**config.mk**
```make
export PLATFORM = sky130hd
export DESIGN_NAME = mem_req_to_sram
export DESIGN_NICKNAME = d
export VERILOG_FILES = /design/src/rtl/mem_req_to_sram.sv
export SDC_FILE = /design/constraint.sdc
export NUM_CORES = 1
export LEC_CHECK = 0
export BUFFER_PORTS_ARGS = -buffer_cell sky130_fd_sc_hd__buf_2
export CORE_AREA = 2 2 83 85
export CTS_CLUSTER_DIAMETER = 40
export CTS_CLUSTER_SIZE = 8
export DETAILED_ROUTE_END_ITERATION = 6
export DIE_AREA = 0 0 85 87
export GPL_TIMING_DRIVEN = 1
export PLACE_DENSITY_LB_ADDON = 0.2
export RECOVER_POWER = 100
export SYNTH_ARGS = -nofsm -noshare
export SYNTH_HDL_FRONTEND = slang
export SYNTH_SLANG_ARGS = --single-unit
```
**constraint.sdc**
```tcl
create_clock -name clk_i -period 1.3 [get_ports clk_i]
set_clock_uncertainty 0.2 [all_clocks]
set_input_delay 0.195 -clock clk_i [delete_from_list [all_inputs] [get_ports clk_i]]
set_output_delay 0.195 -clock clk_i [all_outputs]
set_load 0.05 [all_outputs]
```
**src/rtl/mem_req_to_sram.sv**
```systemverilog
// mem_req_to_sram: valid/ready memory requests to a req/gnt SRAM port with fixed-latency, valid-only responses
module mem_req_to_sram #(
  parameter int unsigned AddrWidth    = 32,
  parameter int unsigned DataWidth    = 32,
  parameter int unsigned Latency      = 1,
  parameter bit          SpillReq     = 1'b0,
  parameter bit          RegisterResp = 1'b0,
  localparam int unsigned BeWidth     = DataWidth / 8,
  localparam int unsigned OutWidth    = $clog2(Latency + RegisterResp + 2)
) (
  input  logic                 clk_i,
  input  logic                 rst_ni,
  input  logic [AddrWidth-1:0] req_addr_i,
  input  logic                 req_we_i,
  input  logic [DataWidth-1:0] req_wdata_i,
  input  logic [BeWidth-1:0]   req_be_i,
  input  logic                 req_valid_i,
  output logic                 req_ready_o,
  output logic [DataWidth-1:0] resp_rdata_o,
  output logic                 resp_valid_o,
  output logic                 sram_req_o,
  input  logic                 sram_gnt_i,
  output logic [AddrWidth-1:0] sram_addr_o,
  output logic                 sram_we_o,
  output logic [DataWidth-1:0] sram_wdata_o,
  output logic [BeWidth-1:0]   sram_be_o,
  input  logic [DataWidth-1:0] sram_rdata_i,
  output logic [OutWidth-1:0]  outstanding_o
);

  if (Latency < 1) begin : g_bad_latency
    $error("mem_req_to_sram: Latency must be at least 1");
  end
  if (DataWidth % 8 != 0) begin : g_bad_width
    $error("mem_req_to_sram: DataWidth must be a multiple of 8");
  end

  logic                 beat;
  logic [Latency-1:0]   vld_q;
  logic [Latency-1:0]   we_q;
  logic                 pipe_vld;
  logic [DataWidth-1:0] pipe_data;

  if (SpillReq) begin : g_spill
    typedef enum logic {EMPTY, FULL} spill_state_e;
    spill_state_e         state_q, state_d;
    logic                 hs;
    logic [AddrWidth-1:0] addr_q;
    logic                 we_r;
    logic [DataWidth-1:0] wdata_q;
    logic [BeWidth-1:0]   be_q;
    assign req_ready_o  = (state_q == EMPTY) || sram_gnt_i;
    assign hs           = req_valid_i && req_ready_o;
    assign sram_req_o   = state_q == FULL;
    assign sram_addr_o  = addr_q;
    assign sram_we_o    = we_r;
    assign sram_wdata_o = wdata_q;
    assign sram_be_o    = be_q;
    // A handshake always (re)fills the slot; a grant without a refill drains it
    always_comb begin
      state_d = state_q;
      if (hs) state_d = FULL;
      else if (state_q == FULL && sram_gnt_i) state_d = EMPTY;
    end
    // Slot state and payload capture on handshake
    always_ff @(posedge clk_i or negedge rst_ni) begin
      if (!rst_ni) begin
        state_q <= EMPTY;
        addr_q  <= '0;
        we_r    <= 1'b0;
        wdata_q <= '0;
        be_q    <= '0;
      end else begin
        state_q <= state_d;
        if (hs) begin
          addr_q  <= req_addr_i;
          we_r    <= req_we_i;
          wdata_q <= req_wdata_i;
          be_q    <= req_be_i;
        end
      end
    end
  end else begin : g_pass
    assign req_ready_o  = sram_gnt_i;
    assign sram_req_o   = req_valid_i;
    assign sram_addr_o  = req_addr_i;
    assign sram_we_o    = req_we_i;
    assign sram_wdata_o = req_wdata_i;
    assign sram_be_o    = req_be_i;
  end

  assign beat      = sram_req_o && sram_gnt_i;
  assign pipe_vld  = vld_q[Latency-1];
  assign pipe_data = (pipe_vld && !we_q[Latency-1]) ? sram_rdata_i : '0;

  // Token pipe: one {valid, we} per granted beat, advancing every cycle to line up with rdata
  always_ff @(posedge clk_i or negedge rst_ni) begin
    if (!rst_ni) begin
      vld_q <= '0;
      we_q  <= '0;
    end else begin
      vld_q <= Latency'({vld_q, beat});
      we_q  <= Latency'({we_q, sram_we_o});
    end
  end

  if (RegisterResp) begin : g_resp_reg
    // Extra response stage to cut the sram_rdata_i path
    always_ff @(posedge clk_i or negedge rst_ni) begin
      if (!rst_ni) begin
        resp_valid_o <= 1'b0;
        resp_rdata_o <= '0;
      end else begin
        resp_valid_o <= pipe_vld;
        resp_rdata_o <= pipe_data;
      end
    end
  end else begin : g_resp_comb
    assign resp_valid_o = pipe_vld;
    assign resp_rdata_o = pipe_data;
  end

  // Granted-but-unanswered count; bounded by Latency+RegisterResp so it cannot wrap
  always_ff @(posedge clk_i or negedge rst_ni) begin
    if (!rst_ni) outstanding_o <= '0;
    else outstanding_o <= outstanding_o + OutWidth'(beat) - OutWidth'(resp_valid_o);
  end

endmodule

```
==> impl_metrics.tcl <==
set metrics [dict create \
    status "finished, violations left" \
    failed_checks "negative setup slack" \
    slew_violations 0 \
    worstHoldStart "req_valid_i" \
    fmax_mhz 625 \
    ir_drop_mv 0.936 \
    power_density_nw_per_um2 779 \
    startpoint_type "flip-flop" \
    pin_count 211 \
    power_leakage_nw 0.721 \
    grt_pass1_vias 792 \
    gp_congestion 0.628 \
    yosysWarnings 0 \
    synthAdderAreaFrac_pct 2.44 \
    path_class "reg -> out" \
    antenna_found_initial 0 \
    place_area_um2 1050 \
    cts_buffer_depth 2 \
    hold_viol 0 \
    grt_max_degree 33 \
    grt-ovfl-total 0 \
    yosys_register_bits 4 \
    path_clk_slew_ns 0.03 \
    worstSkewPairLatency_ns 0.22 \
    rr_worst_depth 4 \
    crit_path_end_kind "output pin" \
    grt_usage_pct 7.69 \
    min_to "resp_valid_o" \
    syn_to_final_growth_pct 28.1 \
    clock_sinks 4 \
    fp.dieArea_um2 7400 \
    cts_max_level 1 \
    path_max_fanout 16 \
    synth_top_family_by_area "buffers and inverters" \
    timing.final.crit_share_pct 123 \
    grt_setup_unrepaired "true" \
    drt_first_pass_iters 4 \
    synthesis.nets 226 \
    die_h_um 87 \
    synth-xor-area-share_pct 2.32 \
    whs_path_depth 2 \
    met3_length_um 458 \
    fin_area_um2 1310 \
    cts.root.buffer_cell "clkbuf_8" \
    period_minus_slack_ns 1.60 \
    placement_rows 30 \
    synthSimpleGateAreaFrac_pct 28.6 \
    critPathArrivalTime_ns 1.21 \
    wl_met1_um 945 \
    n_antenna_cell 0 \
    dpl.cell_count 200 \
    postRouteWirelength_um 3260 \
    routed.top_layer "met4" \
    dp_slack_ns -0.148 \
    via_count 767 \
    min_path_type "in -> reg" \
    synth_compound_area_share_pct 0 \
    drc_errors 0 \
    viasPerCell 3.72 \
    route.detailed.wl_per_inst_um 15.8 \
    ys_types 9 \
    wl_met2_um 1700 \
    drv_cap 0 \
    finalSetupViolCount 34 \
    synth_area_um2 1020 \
    cp.required_ns 0.90 \
    r2r_slack_ns -0.11 \
    layout-drive-gt1-share_pct 90.5 \
    grt_pass1_wl_um 4360 \
    post_synth.cell_area_avg_um2 8.60 \
    post-route-util_pct 20.0 \
    fin_ws_ns -0.301 \
    detail-route-antenna-nets 0 \
    post-dp-hpwl_um 2800 \
    yosysSeqAreaShare_pct 9.78 \
    synth_mux_area_share_pct 0 \
    die_w_um 85 \
    drt_iter0_drc 7 \
    core_um2 6570 \
    portBuffers 74 \
    tritoncts "yes" \
    worstReg2RegStart "resp_valid_o" \
    nets 234 \
    post_cts_buffers 0 \
    timing.rr.end "outstanding_o[1]" \
    worst_pin_slew_ns 0.591 \
    slew_headroom_pct 60.7 \
    fin_cells 206 \
    initial_core_util_pct 15.6 \
    syn-instance-count 119 \
    cts_inserted_buffers 3 \
]
-- state kept, by name (all words and copies together), names as in the netlist --
name           cells
we_q               1
outstanding_o      2
resp_valid_o       1
-- worst max path at each step --
stage                     depth (start not counted)  slack (ns)                to         start
after floorplan                                   4       -0.20  outstanding_o[1]  resp_valid_o
after global placement                            3       -0.13  resp_rdata_o[28]          we_q
final                                             3       -0.30  resp_rdata_o[31]  resp_valid_o
after detailed placement                          3       -0.15  resp_rdata_o[31]          we_q
after global routing                              3       -0.35  resp_rdata_o[31]  resp_valid_o
after CTS                                         3       -0.32  resp_rdata_o[31]  resp_valid_o
-- area by class of cell --
class	instances	area (um^2)
clock buffer	4	45.0
fill	727	5260
inverter	1	3.75
multi-input combinational	37	404
sequential	4	101
tap	80	100
timing repair buffer	80	657
-- synthesized netlist by cell type --
| cell type | instances | area, um^2 |
|---|---|---|
| buf_4 | 77 | 578 |
| and3b_1 | 30 | 263 |
| dfrtp_1 | 4 | 100 |
| and3b_2 | 2 | 20.0 |
| ha_1 | 2 | 25.0 |
| and2_1 | 1 | 6.26 |
| inv_1 | 1 | 3.75 |
| nand2_1 | 1 | 3.75 |
| xor3_1 | 1 | 23.8 |
-- through the flow --
stage | hold slack [ns] | setup TNS [ns] | power (mW)
finish | 0.0174 | -9.17 | 1.02
global route | 0.0287 | -10.87 | 1.08
CTS | 0.0139 | -9.68 | 1.04
detailed placement | -0.193 | -4.01 | 0.714
global placement | -0.188 | -3.80 | 0.719
floorplan | -0.301 | -5.93 | 1.12
-- power breakdown --
part / internal (mW) / switching (mW)
clock network: 0.209 / 0.0626
registers: 0.163 / 0.0344
logic: 0.223 / 0.330
total: 0.595 / 0.427
-- placed cells by master (no fill, tap or decap) --
master / count
and2_1: 1
and3b_2: 32
buf_12: 3
buf_2: 37
buf_6: 32
clkbuf_1: 4
clkbuf_2: 1
clkbuf_4: 2
clkbuf_8: 3
dfrtp_1: 3
dfrtp_2: 1
dlygate4sd3_1: 2
ha_4: 2
inv_2: 1
nand2_1: 1
xor3_1: 1
-- logic make-up after synthesis --
| group | Yosys count |
|---|---|
| adders and majority gates | 2 |
| and+or+nand+nor | 34 |
| buffers and inverters | 78 |
| xor gates and xnor gates | 1 |
| DFF | 4 |
-- metal layers --
metal | track usage, % | vias to the layer above
li1 | - | 328
met1 | 7.22 | 327
met2 | 13.1 | 92
met3 | 4.27 | 20
met4 | 4.76 | 0
met5 | 0 | -
-- worst max-delay path: stages, from the launching register on --
cell,delay [ns]
dfrtp_2,0.45
buf_12,0.16
and3b_2,0.21
buf_6,0.15
-- timing repair --
| item | CTS | global route |
|---|---|---|
| setup endpoints to repair | 34 | 36 |
| endpoints found under the hold margin | 5 | 0 |
| hold buffers | 2 | 0 |
| gates resized for setup | 64 | 1 |
No activity file was read; power rests on OpenSTA's default activity.
